**src/rtl/pll_lock_detect.sv**
```systemverilog
`default_nettype none
// ============================================================================
// Module      : pll_lock_detect
// Description : Counts CLK cycles per REF period and flags frequency lock
//               and loss of reference.
// Revision    : 1.0 - initial release
// ============================================================================
module pll_lock_detect #(
    parameter int unsigned MULT     = 8,
    parameter int unsigned TOL      = 1,
    parameter int unsigned LOCK_CNT = 4,
    parameter int unsigned TIMEOUT  = 64,
    parameter int unsigned CW       = 8
) (
    input  logic          CLK,
    input  logic          RST,
    input  logic          REF,
    input  logic          EN,
    output logic [CW-1:0] MEAS,
    output logic          MEAS_VALID,
    output logic          LOCK,
    output logic          REF_LOST
);

    localparam int unsigned GW = $clog2(LOCK_CNT + 1);

    localparam logic [CW-1:0] c_cnt_max  = '1;
    localparam logic [CW-1:0] c_timeout  = CW'(TIMEOUT);
    localparam logic [CW:0]   c_mult     = (CW+1)'(MULT);
    localparam logic [CW:0]   c_tol      = (CW+1)'(TOL);
    localparam logic [CW:0]   c_hi       = c_mult + c_tol;
    localparam logic [GW-1:0] c_lock_cnt = GW'(LOCK_CNT);

    localparam logic [0:0] c_st_idle  = 1'b0;
    localparam logic [0:0] c_st_armed = 1'b1;

    logic          r_s1;
    logic          r_s2;
    logic          r_s3;
    logic [CW-1:0] r_cnt;
    logic [GW-1:0] r_gc;
    logic [0:0]    r_state;
    logic [CW-1:0] r_meas;
    logic          r_meas_valid;
    logic          r_lock;
    logic          r_ref_lost;

    logic [0:0]    w_state_next;
    logic          w_armed;
    logic          w_ref_rise;
    logic          w_timeout;
    logic          w_good;
    logic [GW-1:0] w_gc_inc;
    logic [CW:0]   w_cnt_ext;

    // REF synchroniser plus edge-detect stage; the fixed latency cancels out
    // of the period measurement.
    always_ff @(posedge CLK or posedge RST) begin
        if (RST) begin
            r_s1 <= 1'b0;
            r_s2 <= 1'b0;
            r_s3 <= 1'b0;
        end else begin
            r_s1 <= REF;
            r_s2 <= r_s1;
            r_s3 <= r_s2;
        end
    end

    assign w_ref_rise = r_s2 & ~r_s3;
    assign w_timeout  = EN & ~w_ref_rise & (r_cnt == c_timeout);
    assign w_cnt_ext  = {1'b0, r_cnt};
    // Lower bound tested as cnt+TOL >= MULT so it cannot wrap when TOL > MULT.
    assign w_good     = ((w_cnt_ext + c_tol) >= c_mult) && (w_cnt_ext <= c_hi);
    assign w_gc_inc   = (r_gc == c_lock_cnt) ? r_gc : r_gc + 1'b1;

    always_ff @(posedge CLK or posedge RST) begin
        if (RST) begin
            r_state <= c_st_idle;
        end else begin
            r_state <= w_state_next;
        end
    end

    always_comb begin
        w_state_next = r_state;
        if (!EN) begin
            w_state_next = c_st_idle;
        end else if (w_ref_rise) begin
            w_state_next = c_st_armed;
        end else if (w_timeout) begin
            w_state_next = c_st_idle;
        end
    end

    always_comb begin
        w_armed = (r_state == c_st_armed);
    end

    always_ff @(posedge CLK or posedge RST) begin
        if (RST) begin
            r_cnt        <= '0;
            r_gc         <= '0;
            r_meas       <= '0;
            r_meas_valid <= 1'b0;
            r_lock       <= 1'b0;
            r_ref_lost   <= 1'b0;
        end else begin
            r_meas_valid <= 1'b0;
            if (!EN) begin
                r_cnt  <= '0;
                r_gc   <= '0;
                r_lock <= 1'b0;
            end else if (w_ref_rise) begin
                r_cnt      <= CW'(1);
                r_ref_lost <= 1'b0;
                if (w_armed) begin
                    r_meas       <= r_cnt;
                    r_meas_valid <= 1'b1;
                    if (w_good) begin
                        r_gc   <= w_gc_inc;
                        r_lock <= (w_gc_inc == c_lock_cnt);
                    end else begin
                        r_gc   <= '0;
                        r_lock <= 1'b0;
                    end
                end
            end else begin
                if (r_cnt != c_cnt_max) begin
                    r_cnt <= r_cnt + 1'b1;
                end
                if (w_timeout) begin
                    r_ref_lost <= 1'b1;
                    r_lock     <= 1'b0;
                    r_gc       <= '0;
                end
            end
        end
    end

    assign MEAS       = r_meas;
    assign MEAS_VALID = r_meas_valid;
    assign LOCK       = r_lock;
    assign REF_LOST   = r_ref_lost;

endmodule
`default_nettype wire

```
**config.mk**
```make
export PLATFORM = sky130hd
export DESIGN_NAME = pll_lock_detect
export DESIGN_NICKNAME = d
export VERILOG_FILES = /design/src/rtl/pll_lock_detect.sv
export SDC_FILE = /design/constraint.sdc
export NUM_CORES = 1
export LEC_CHECK = 0
export ABC_CLOCK_PERIOD_IN_PS = 2540
export BUFFER_PORTS_ARGS = -buffer_cell sky130_fd_sc_hd__clkbuf_2
export CORE_ASPECT_RATIO = 0.5
export CORE_MARGIN = 2
export CORE_UTILIZATION = 25
export CTS_CLUSTER_DIAMETER = 80
export DETAILED_ROUTE_END_ITERATION = 12
export GPL_TIMING_DRIVEN = 0
export PLACE_DENSITY = 0.46
export RECOVER_POWER = 100
export SLEW_MARGIN = 5
export SYNTH_ARGS = -nofsm -noshare
export SYNTH_HDL_FRONTEND = slang
export SYNTH_SLANG_ARGS = --single-unit
```
**constraint.sdc**
```tcl
create_clock -name CLK -period 2.54 [get_ports CLK]
set_clock_uncertainty 0.05 [all_clocks]
set_input_delay 0.508 -clock CLK [delete_from_list [all_inputs] [get_ports CLK]]
set_output_delay 0.508 -clock CLK [all_outputs]
set_load 0.02 [all_outputs]
```
; ---- Yosys cells after proc, flatten, opt, wreduce, memory -nomap -nowiden
; Index checks and enable logic that the tools add are counted.
[totals]
register_bits = 26
in_bits = 4
output_inout_bits = 11
wordCells = 53
[classes]
addsub = 3
magnitude_cmp = 2
eq_ne = 7
mux = 21
bitwise_logic = 5
reduce_logical = 5
[op_table]
columns = op, count
row1 = 2-to-1 mux 8 bit, 3
row2 = 2-to-1 mux 3 bit, 6
row3 = 2-to-1 mux 1 bit, 12
row4 = "adder 8 x 1 -> 9 bit, second input constant", 1
row5 = ">= comparator 9 x 4 -> 1 bit, second input constant", 1
row6 = "adder 8 x 1 -> 8 bit, second input constant", 1
row7 = "equality test 8 x 7 -> 1 bit, second input constant", 1
row8 = "less-or-equal comparator 8 x 4 -> 1 bit, second input constant", 1
row9 = "inequality test 8 bit, second input constant", 1
row10 = "equality test 3 bit, second input constant", 2
row11 = "inequality test 3 x 1 -> 1 bit, second input constant", 2
row12 = AND reduction 2 bit, 2
row13 = "adder 3 x 1 -> 3 bit, second input constant", 1
row14 = AND 1 bit, 3
row15 = "inequality test 3 bit, second input constant", 1
row16 = AND reduction 3 bit, 1
row17 = NOT 1 bit, 2
row18 = nonzero test 2 bit, 1
row19 = logical AND 1 bit, 1

; ---- Longest topological paths before layout
; Gate-level depths: netlist of run 1.
[depth]
depth_word = 8
mapped_depth = 6

; ---- Worst setup path after synthesis of run 1
; No wires, ideal clock.
[synth_path]
path_type = reg-to-reg
from = reg r_cnt[5]
to = reg r_gc[0]
setup_ps = 133
arrival_time_ps = 1608
required_ps = 2357
path_slack_ps = 749
path_stages_with_launch = 5
n_path_buf = 0
path_cell_list = dfrtp_1 -> or3_4 -> or4_4 -> o211ai_4 -> o221ai_2
[synth_between]
elab_chain_len = 7
elab_cells_between_ends = 12
classes_between = add/sub (1) / order compare (2) / eq/ne (2) / mux (4) / bitwise (1) / reduce/logical (2)
[synth_rtl]
columns = item, line_no
row1 = from (decl), 40  ; logic [CW-1:0] r_cnt;
row2 = from (signal assigned), 130  ; r_cnt <= r_cnt + 1'b1;
row3 = adder 8 x 1 -> 9 bit, 74  ; assign w_good = ((w_cnt_ext + c_tol) >= c_mult) && (w_cnt_ext <= c_hi);
row4 = >= comparator 9 x 4 -> 1 bit, 74
row5 = logical AND 1 bit, 74
row6 = 2-to-1 mux 3 bit, 120  ; if (w_good) begin
row7 = 2-to-1 mux 3 bit, 117  ; if (w_armed) begin
row8 = 2-to-1 mux 3 bit, 114  ; end else if (w_ref_rise) begin
row9 = 2-to-1 mux 3 bit, 110  ; if (!EN) begin
row10 = to (signal assigned), 121  ; r_gc <= w_gc_inc;
row11 = to (decl), 41  ; logic [GW-1:0] r_gc;
; Parallel ways exist; a longest one is shown, timed or not. The select of a mux whose other input is x is not followed.
; A chain may end at the register's enable or synchronous reset.

; ---- Worst setup path in the final report of run 1
; Ends and elaborated chain as after synthesis.

==> results of run 1 <==
[layout make-up]
cell class                 count  area (um2)
timing repair buffer          14       56.30
inverter                       8       30.03
clock inverter                 1       30.03
tap                           66       82.58
clock buffer                   3       41.29
buffer                         3       11.26
sequential                    26       650.6
multi-input combinational     79       515.5
fill                         497        3134
[stage by stage]
stage,area (um2),hold slack [ps]
6_report,1418,289.9
3_5_place_dp,1383,295.0
2_1_floorplan,1230,281.2
4_1_cts,1454,281.9
3_3_place_gp,1383,286.8
5_1_grt,1418,271.9
[routing by layer]
metal | share of wire | vias to the layer above
li1 | - | 437
met1 | 0.53 | 445
met2 | 0.43 | 15
met3 | 0.035 | 2
met4 | 0.011 | 0
met5 | 0 | -
[cells in the final DEF, fill, tap and decap left out, types with 2 or more instances in the layout]
cell type                  instances
sky130_fd_sc_hd__dfrtp_1          26
sky130_fd_sc_hd__clkbuf_1         14
sky130_fd_sc_hd__nand2_1          10
sky130_fd_sc_hd__a21oi_1          10
sky130_fd_sc_hd__nor2_1            9
sky130_fd_sc_hd__nand3_1           8
sky130_fd_sc_hd__inv_1             8
sky130_fd_sc_hd__mux2_2            6
sky130_fd_sc_hd__ha_1              5
sky130_fd_sc_hd__o21ai_0           3
sky130_fd_sc_hd__clkbuf_8          3
sky130_fd_sc_hd__clkbuf_2          3
sky130_fd_sc_hd__xnor2_1           2
sky130_fd_sc_hd__nor2b_1           2
sky130_fd_sc_hd__nand2b_1          2
sky130_fd_sc_hd__nor3_1            2
sky130_fd_sc_hd__o22ai_1           2
sky130_fd_sc_hd__xor2_1            2
[state kept, by name, indices dropped and copies added, names as in the netlist]
register    flops
r_s1            1
REF_LOST        1
LOCK            1
r_gc            3
r_cnt           8
MEAS            8
r_s2            1
r_state         1
MEAS_VALID      1
r_s3            1
[critical path: stages (launching register included)]
cell and delay, ps:
sky130_fd_sc_hd__dfrtp_1 450, sky130_fd_sc_hd__or3_1 450, sky130_fd_sc_hd__or4_1 510, sky130_fd_sc_hd__o211ai_1 380, sky130_fd_sc_hd__o221ai_2 160
[kinds of logic after synthesis]
| group | Yosys count | share of synthesized area |
|---|---|---|
| AND/OR/NAND/NOR | 42 | 0.1801 |
| flip-flops | 26 | 0.5290 |
| AO/OA/AOI/OAI | 21 | 0.1149 |
| buffers and inverters | 11 | 0.03357 |
| multiplexers | 7 | 0.06307 |
| adder cells (fa/ha/maj) | 5 | 0.05086 |
| XOR/XNOR | 4 | 0.02849 |
[where the power goes]
part	internal (mW)	switching [mW]	total, mW
sequential	0.427	0.00858	0.436
clock	0.211	0.134	0.345
combinational	0.0171	0.0394	0.0565
[path summary, 6_finish.rpt]
check	from	to	slack, ps
setup / recovery	r_cnt[5]	r_gc[0]	400
hold / removal	REF	r_s1	290
setup reg to reg	r_cnt[5]	r_gc[0]	400
hold reg to reg	r_s1	r_s2	310
max in group asynchronous	RST	r_gc[1]	1460
min in group asynchronous	RST	MEAS[0]	380
==> PnR_summary.wiki, run 1 <==
{| class="wikitable"
! Metric !! Value
|-
| Via-to-Cell Ratio || roughly 4.5
|-
| Vias in the first global route || around 770
|-
| Post-cts resize count || 0
|-
| IR drop worst, VDD || around 180 uV
|-
| Transition at the pin with the smallest max-transition slack || approximately 1000 ps
|-
| Num CTS Buffers || 3
|-
| Drt wl/cell || 12.03 um
|-
| Total of buffers placed on input and output ports || 14
|-
| Number of nets in the synthesized netlist || roughly 130
|-
| Placed insts || roughly 200
|-
| Type of destination of the critical path || flip-flop
|-
| Final Max Tran Viols || 0
|-
| Setup Slack @ Placement || 557.5 ps
|-
| CTS root buf || sky130_fd_sc_hd__clkbuf_8
|-
| GR Layer Usage met1 || 0.1384
|-
| Setup-failing EPs final || 0
|-
| Worst min-delay path category || input port to flip-flop
|-
| Final Non-Filler Cells || 200
|-
| Clock tree from TritonCTS || built
|-
| Kind of launch point of the worst setup path || flip-flop
|-
| CTS Hold Buffers Added || 0
|-
| Slew Limit Headroom || 0.3501
|-
| Sequential fraction of the synthesis area || 0.5290
|-
| Pre-antenna DRT Iters || 4
|-
| Number of cells on the worst reg-to-reg path || 4
|-
| Leading area contributor after synthesis || sky130_fd_sc_hd__dfrtp_1
|-
| Clk_lat worst skew || between 200 and 300 ps
|-
| Area share of the largest cell type after synthesis || 0.5290
|-
| Post-detailed-route count of antenna-violating nets || 0
|-
| Number of flops mapped to enable cells by yosys || 0
|-
| Worst Setup Path Type || flip-flop to flip-flop
|-
| Total die area || 5531 um2
|-
| Horizontal die dimension || between 100 and 150 um
|-
| Gp weighted congestion || roughly 0.79
|-
| Global-route wire length before repair || roughly 4.0 mm
|-
| Max Cap Viol || 0
|-
| Number of nets in the layout || about 140
|-
| Post-route clock period utilization || 0.8421
|-
| Util after Layout || 0.3114
|-
| Avg Synthesized Cell Area || 10.60 um2
|-
| Maximum level of the CTS H-tree || 1
|-
| Count of routing violations after the opening detailed-route iteration || 28
|-
| Sink Count || 26
|-
| Tot GR Track Use || 0.09903
|-
| Post-CTS setup-driven buffer insertion count || 0
|-
| Die span in y || approximately 54 um
|-
| Number of vias in the routed layout || approximately 900
|-
| Post-synthesis cell area || between 1000 and 1500 um2
|-
| Unrepaired setup endpoints after global routing || no
|-
| Static leakage power || between 0.5 and 0.6 nW
|-
| Final wirelength || roughly 2.4 mm
|-
| Max Buffers Root-to-Sink || 2
|-
| Final count of hold timing violations || 0
|-
| Half-perimeter wire length of the detailed placement result || approximately 1.7 mm
|-
| Share of post-route cells with drive strength above 1 || 0.1194
|-
| List of most frequent post-synthesis cells || sky130_fd_sc_hd__dfrtp_1 (26), sky130_fd_sc_hd__a21oi_1 (10), sky130_fd_sc_hd__nand2_1 (10)
|-
| Least setup slack across all paths after layout || approximately 400 ps
|-
| Routing usage on met2 || 0.1461
|-
| Dominant register cell in the synthesized netlist || sky130_fd_sc_hd__dfrtp_1
|-
| Most common cell in the synthesized netlist || sky130_fd_sc_hd__dfrtp_1
|-
| Biggest area contributors in the synthesized netlist || sky130_fd_sc_hd__dfrtp_1 (53%), sky130_fd_sc_hd__mux2_2 (5.5%), sky130_fd_sc_hd__ha_1 (5.1%)
|-
| Largest net degree at the start of global routing || 27
|-
| Post-layout min period || roughly 2100 ps
|-
| Data required time of the worst path || ~2600 ps
|-
| ANT cells || 0
|-
| Clock transition at the registers of the reported paths || roughly 100 ps
|-
| Proportion of synthesized flip-flops having asynchronous set or reset || 1.000
|-
| Number of antenna violations at the first check in global routing || 0
|-
| Final setup TNS || 0 ps
|-
| Global routing usage on met3 || 0.03117
|-
| Synth warnings || 0
|-
| Total gr overflow || 0
|-
| Initial core utilization || 0.2702
|-
| DRC Markers || 0
|-
| Number of register bits inferred by synthesis || 26
|-
| Standard-cell row count || 17
|-
| PwrDens || around 600 nW/um2
|-
| Maximum clock rate || 467.5 MHz
|-
| Power after layout || roughly 0.84 mW
|-
| Outcome || finished, final reports clean
|-
| Gr busiest metal || met2
|-
| Hold Path Stages || 1
|-
| Placeable Area || between 4000 and 5000 um2
|-
| Arrival time worst endpoint || 2230 ps
|-
| Layout area overhead || 15.26%
|-
| Post-synthesis cell type count || 32
|-
| I/O pin count || 15
|-
| Max Fanout on Critical Path || 5
|-
| Post-synthesis cell count || around 120
|}
Note: power is estimated with default switching activity, not from simulation.
==> run 2: changes to the inputs <==
Settings changed: ABC_CLOCK_PERIOD_IN_PS 2540 to 2100.
Clock period 2.54 ns to 2.1 ns, I/O delays scaled along.
==> PnR_summary.wiki, run 2 (synthesis results as in run 1) <==
{| class="wikitable"
! Metric !! Value
|-
| Static leakage power || 0.6001 nW (was 0.5957 nW)
|-
| Unrepaired setup endpoints after global routing || no (unchanged)
|-
| Die span in y || 53.60 um (unchanged)
|-
| Via-to-Cell Ratio || 4.450 (was 4.495)
|-
| ANT cells || 0 (unchanged)
|-
| Worst Setup Path Type || flip-flop to flip-flop (unchanged)
|-
| Share of post-route cells with drive strength above 1 || 0.1269 (was 0.1194)
|-
| Clk_lat worst skew || 280 ps (about the same)
|-
| Pre-antenna DRT Iters || 4 (unchanged)
|-
| Post-CTS setup-driven buffer insertion count || 0 (unchanged)
|-
| Register area || 650.6 um2 (unchanged)
|-
| IR drop worst, VDD || 216.4 uV (was 179.6 uV)
|-
| Final wirelength || 2.398 mm (was 2.405 mm)
|-
| Outcome || finished, final reports clean (unchanged)
|-
| Gp weighted congestion || 0.7917 (unchanged)
|-
| Post-cts resize count || 0 (unchanged)
|-
| Horizontal die dimension || 103.2 um (unchanged)
|-
| Number of vias in the routed layout || 890 (was 899)
|-
| Standard-cell row count || 17 (unchanged)
|-
| Worst min-delay path category || input port to flip-flop (unchanged)
|-
| Slew Limit Headroom || 0.3496 (was 0.3501)
|-
| Most common cell after layout, fill and taps aside || sky130_fd_sc_hd__dfrtp_1 (unchanged)
|-
| Largest net degree at the start of global routing || 27 (unchanged)
|-
| CTS root buf || sky130_fd_sc_hd__clkbuf_8 (unchanged)
|-
| Drt wl/cell || 11.99 um (was 12.03 um)
|-
| Maximum clock rate || 503.6 MHz (was 467.5 MHz)
|-
| Cell Chain, Critical Path || or3_1 > or4_4 > o211ai_4 > o221ai_1 (was or3_1 > or4_1 > o211ai_1 > o221ai_2)
|-
| Final setup TNS || 0 ps (unchanged)
|-
| Maximum level of the CTS H-tree || 1 (unchanged)
|-
| Layout area overhead || 16.17% (was 15.26%)
|-
| Global-route wire length before repair || 4.036 mm (unchanged)
|-
| Type of destination of the critical path || flip-flop (unchanged)
|-
| Post-route clock period utilization || 0.9456 (was 0.8421)
|-
| I/O pin count || 15 (unchanged)
|-
| Number of antenna violations at the first check in global routing || 0 (unchanged)
|-
| Final count of hold timing violations || 0 (unchanged)
|-
| Clock transition at the registers of the reported paths || 100 ps (about the same)
|-
| Util after Layout || 0.3139 (was 0.3114)
|-
| Transition at the pin with the smallest max-transition slack || 974.6 ps (was 973.7 ps)
|-
| Clock tree from TritonCTS || built (unchanged)
|-
| Setup-failing EPs final || 0 (unchanged)
|-
| Max Cap Viol || 0 (unchanged)
|-
| Count of routing violations after the opening detailed-route iteration || 33 (was 28)
|-
| Post-layout min period || 1986 ps (was 2139 ps)
|-
| Placeable Area || 4552 um2 (unchanged)
|-
| Kind of launch point of the worst setup path || flip-flop (unchanged)
|-
| Num CTS Buffers || 3 (unchanged)
|-
| Instance area at placement || 1383 um2 (unchanged)
|-
| Arrival time worst endpoint || 2070 ps (was 2230 ps)
|-
| CTS Hold Buffers Added || 0 (unchanged)
|-
| Number of nets in the layout || 144 (unchanged)
|-
| Half-perimeter wire length of the detailed placement result || 1.700 mm (unchanged)
|-
| Post-detailed-route count of antenna-violating nets || 0 (unchanged)
|-
| Vias in the first global route || 771 (unchanged)
|-
| Multi-input logic area || 526.8 um2 (was 515.5 um2)
|-
| Post-Route Hold Slack || 202.5 ps (was 289.9 ps)
|-
| PwrDens || 710.7 nW/um2 (was 591.2 nW/um2)
|-
| Max Fanout on Critical Path || 5 (unchanged)
|-
| Commonest non-fill, non-tap cells in the layout || sky130_fd_sc_hd__dfrtp_1 (26), sky130_fd_sc_hd__clkbuf_1 (14), sky130_fd_sc_hd__nand2_1 (10), sky130_fd_sc_hd__a21oi_1 (10), sky130_fd_sc_hd__nor2_1 (9) (unchanged)
|-
| Total die area || 5531 um2 (unchanged)
|-
| Fill cell total of the finished layout || 499 (was 497)
|-
| Total gr overflow || 0 (unchanged)
|-
| Data required time of the worst path || 2190 ps (was 2630 ps)
|-
| Final Max Tran Viols || 0 (unchanged)
|-
| Slowest stage cell, crit path || sky130_fd_sc_hd__or4_4 (was sky130_fd_sc_hd__or4_1)
|-
| Max Buffers Root-to-Sink || 2 (unchanged)
|-
| DRC Markers || 0 (unchanged)
|-
| Sink Count || 26 (unchanged)
|-
| Cell area after layout || 1429 um2 (was 1418 um2)
|-
| Stage delay of the slowest cell on the critical path || 520 ps (was 510 ps)
|-
| Tot GR Track Use || 0.09903 (unchanged)
|-
| Initial core utilization || 0.2702 (unchanged)
|-
| Total of buffers placed on input and output ports || 14 (unchanged)
|-
| Power after layout || 1.016 mW (was 0.8380 mW)
|}
## run 2: cell count changes in the layout (fill, tap and decap cells not counted)
cell and delta:
sky130_fd_sc_hd__o211ai_1 -1, sky130_fd_sc_hd__or4_1 -1, sky130_fd_sc_hd__o221ai_2 -1, sky130_fd_sc_hd__o221ai_1 +1, sky130_fd_sc_hd__or4_4 +1, sky130_fd_sc_hd__o211ai_4 +1
## run 2: layer usage
| layer | GRT usage | wire [um] | vias to the layer above |
|---|---|---|---|
| met1 | 0.1384 | 1279 | 435 |
| met3 | 0.03117 | 73 | 2 |
| met5 | 0 | 0 | - |
| met4 | 0.03289 | 27 | 0 |
| li1 | - | - | 439 |
| met2 | 0.1461 | 1018 | 14 |
## run 2: metrics by stage
step | setup slack [ps] | cells
4_1_cts | 164.8 | 200
5_1_grt | 52.23 | 200
2_1_floorplan | 309.0 | 116
3_3_place_gp | 198.6 | 196
6_report | 114.3 | 200
3_5_place_dp | 193.6 | 196
## run 2: cell type report
type / count / area share
Timing Repair Buffer: 14 / 0.03940
Buffer: 3 / 0.007881
Tap cell: 66 / 0.05779
Inverter: 8 / 0.02102
Clock inverter: 1 / 0.02102
Multi-Input combinational cell: 79 / 0.3687
Sequential cell: 26 / 0.4553
Clock buffer: 3 / 0.02890
## run 2: final timing paths
check	start	end	slack, ps	cells after the start
worst max-delay path	r_cnt[5]	r_gc[0]	110	4
worst min-delay path	REF	r_s1	200	1
worst max register to register	r_cnt[5]	r_gc[0]	110	4
worst min register to register	r_s1	r_s2	310	0
max in group asynchronous	RST	r_gc[1]	1110	2
min in group asynchronous	RST	MEAS[0]	300	2
## run 2: where the power goes
group	internal, mW	switching [mW]	total [mW]
combinational	0.0215	0.0489	0.0705
sequential	0.517	0.0104	0.527
clock	0.255	0.162	0.418
## run 2: critical path, delay by kind of cell (launching register included)
kind	cells	cell delay (ps)
AOI/OAI and AO/OA	2	370
and+or+nand+nor	2	970
DFF	1	450
==> run 3: changes to the inputs <==
Settings changed: MAX_ROUTING_LAYER set to met4.
==> PnR_summary.wiki, run 3 (synthesis results as in run 1) <==
{| class="wikitable"
! Metric !! Value
|-
| Outcome || finished, final reports clean (unchanged)
|-
| Final count of hold timing violations || 0 (unchanged)
|-
| CTS root buf || sky130_fd_sc_hd__clkbuf_8 (unchanged)
|-
| IR drop worst, VDD || 217.9 uV (was 216.4 uV)
|-
| Setup slack on the worst flop-to-flop path || 110 ps (about the same)
|-
| Via-to-Cell Ratio || 4.470 (was 4.450)
|-
| Number of vias in the routed layout || 894 (was 890)
|-
| Placed insts || 196 (unchanged)
|-
| Horizontal die dimension || 103.2 um (unchanged)
|-
| Total gr overflow || 0 (unchanged)
|-
| Final Max Tran Viols || 0 (unchanged)
|-
| Type of destination of the critical path || flip-flop (unchanged)
|-
| Instance area at placement || 1383 um2 (unchanged)
|-
| Placeable Area || 4552 um2 (unchanged)
|-
| Number of antenna violations at the first check in global routing || 0 (unchanged)
|-
| Tot GR Track Use || 0.1021 (was 0.09903)
|-
| Worst setup endpoint || r_gc[0] (unchanged)
|-
| Commonest non-fill, non-tap cells in the layout || sky130_fd_sc_hd__dfrtp_1 (26), sky130_fd_sc_hd__clkbuf_1 (14), sky130_fd_sc_hd__nand2_1 (10), sky130_fd_sc_hd__a21oi_1 (10), sky130_fd_sc_hd__nor2_1 (9) (unchanged)
|-
| Post-cts resize count || 0 (unchanged)
|-
| Setup-failing EPs final || 0 (unchanged)
|-
| Maximum level of the CTS H-tree || 1 (unchanged)
|-
| Half-perimeter wire length of the detailed placement result || 1.700 mm (unchanged)
|-
| Global-route wire length before repair || 4.043 mm (was 4.036 mm)
|-
| Cell area after layout || 1429 um2 (unchanged)
|-
| Num CTS Buffers || 3 (unchanged)
|-
| DRC Markers || 0 (unchanged)
|-
| Total of buffers placed on input and output ports || 14 (unchanged)
|-
| Share of post-route cells with drive strength above 1 || 0.1269 (unchanged)
|-
| Multi-input logic area || 526.8 um2 (unchanged)
|-
| Static leakage power || 0.6001 nW (unchanged)
|-
| Util after Layout || 0.3139 (unchanged)
|-
| Max Fanout on Critical Path || 5 (unchanged)
|-
| Gp weighted congestion || 0.8029 (was 0.7917)
|-
| Largest net degree at the start of global routing || 27 (unchanged)
|-
| Clk_lat worst skew || 280 ps (about the same)
|-
| PwrDens || 712.4 nW/um2 (was 710.7 nW/um2)
|-
| Data required time of the worst path || 2190 ps (about the same)
|-
| Die span in y || 53.60 um (unchanged)
|-
| Register area || 650.6 um2 (unchanged)
|-
| Clock transition at the registers of the reported paths || 100 ps (about the same)
|-
| Total die area || 5531 um2 (unchanged)
|-
| Worst Setup Path Type || flip-flop to flip-flop (unchanged)
|-
| Least setup slack across all paths after layout || 110.9 ps (was 114.3 ps)
|-
| Sink Count || 26 (unchanged)
|-
| Post-detailed-route count of antenna-violating nets || 0 (unchanged)
|-
| Final wirelength || 2.395 mm (was 2.398 mm)
|-
| Layout area overhead || 16.17% (unchanged)
|-
| Number of nets in the layout || 144 (unchanged)
|-
| Vias in the first global route || 771 (unchanged)
|-
| Number of cells on the worst reg-to-reg path || 4 (unchanged)
|-
| Reg-to-Reg End || r_gc[0] (unchanged)
|-
| Final setup TNS || 0 ps (unchanged)
|-
| Maximum clock rate || 502.7 MHz (was 503.6 MHz)
|-
| ANT cells || 0 (unchanged)
|-
| Startpoint of the most critical register-to-register path || r_cnt[5] (unchanged)
|-
| Unrepaired setup endpoints after global routing || no (unchanged)
|-
| Post-Route Hold Slack || 202.3 ps (was 202.5 ps)
|-
| Fill cell total of the finished layout || 499 (unchanged)
|-
| Standard-cell row count || 17 (unchanged)
|-
| Post-CTS setup-driven buffer insertion count || 0 (unchanged)
|-
| CTS Hold Buffers Added || 0 (unchanged)
|-
| Initial core utilization || 0.2702 (unchanged)
|-
| Power after layout || 1.018 mW (was 1.016 mW)
|-
| Post-route clock period utilization || 0.9472 (was 0.9456)
|-
| Pre-antenna DRT Iters || 4 (unchanged)
|-
| I/O pin count || 15 (unchanged)
|-
| Transition at the pin with the smallest max-transition slack || 975.7 ps (was 974.6 ps)
|-
| Max Buffers Root-to-Sink || 2 (unchanged)
|-
| Clock tree from TritonCTS || built (unchanged)
|-
| Arrival time worst endpoint || 2080 ps (was 2070 ps)
|-
| Setup Slack @ Placement || 193.6 ps (unchanged)
|-
| Count of routing violations after the opening detailed-route iteration || 33 (unchanged)
|-
| Final Non-Filler Cells || 200 (unchanged)
|-
| Kind of launch point of the worst setup path || flip-flop (unchanged)
|-
| Post-layout min period || 1989 ps (was 1986 ps)
|-
| Max Cap Viol || 0 (unchanged)
|-
| Slew Limit Headroom || 0.3488 (was 0.3496)
|-
| Most common cell after layout, fill and taps aside || sky130_fd_sc_hd__dfrtp_1 (unchanged)
|-
| Drt wl/cell || 11.98 um (was 11.99 um)
|-
| Worst min-delay path category || input port to flip-flop (unchanged)
|-
| Launch point of the worst path || r_cnt[5] (unchanged)
|}
-- run 3: critical path, stage by stage, from the launching register on --
cell                       delay (ps)
sky130_fd_sc_hd__dfrtp_1          450
sky130_fd_sc_hd__or3_1            450
sky130_fd_sc_hd__or4_4            520
sky130_fd_sc_hd__o211ai_4         210
sky130_fd_sc_hd__o221ai_1         160
-- run 3: worst min path at each step --
stage                     slack (ps)  start    to  cells after the start
final                            200    REF  r_s1                      1
after global routing             180    REF  r_s1                      1
after CTS                        190    REF  r_s1                      1
after detailed placement         300   r_s1  r_s2                      0
after global placement           290   r_s1  r_s2                      0
after floorplan                  280   r_s1  r_s2                      0
-- run 3: final cells by class --
cell class,instances,area share
repair buffers,14,0.03940
multi-input cells,79,0.3687
clock buffers,3,0.02890
inverters,8,0.02102
well taps,66,0.05779
clock inverters,1,0.02102
plain buffers,3,0.007881
flip-flops and latches,26,0.4553
-- run 3: report_power, final --
group	internal [mW]	leakage, nW	switching [mW]
Sequential	0.517	0.351	0.0104
Clock	0.255	0.0357	0.165
Combinational	0.0215	0.213	0.0488
-- run 3: layer usage --
metal  global-route usage  vias to the layer above  wire length [um]
met1               0.1384                      436              1279
met2               0.1461                       16              1024
met5                    -                        -                 0
met4              0.03289                        0                14
li1                     -                      440                 -
met3              0.03117                        2                77
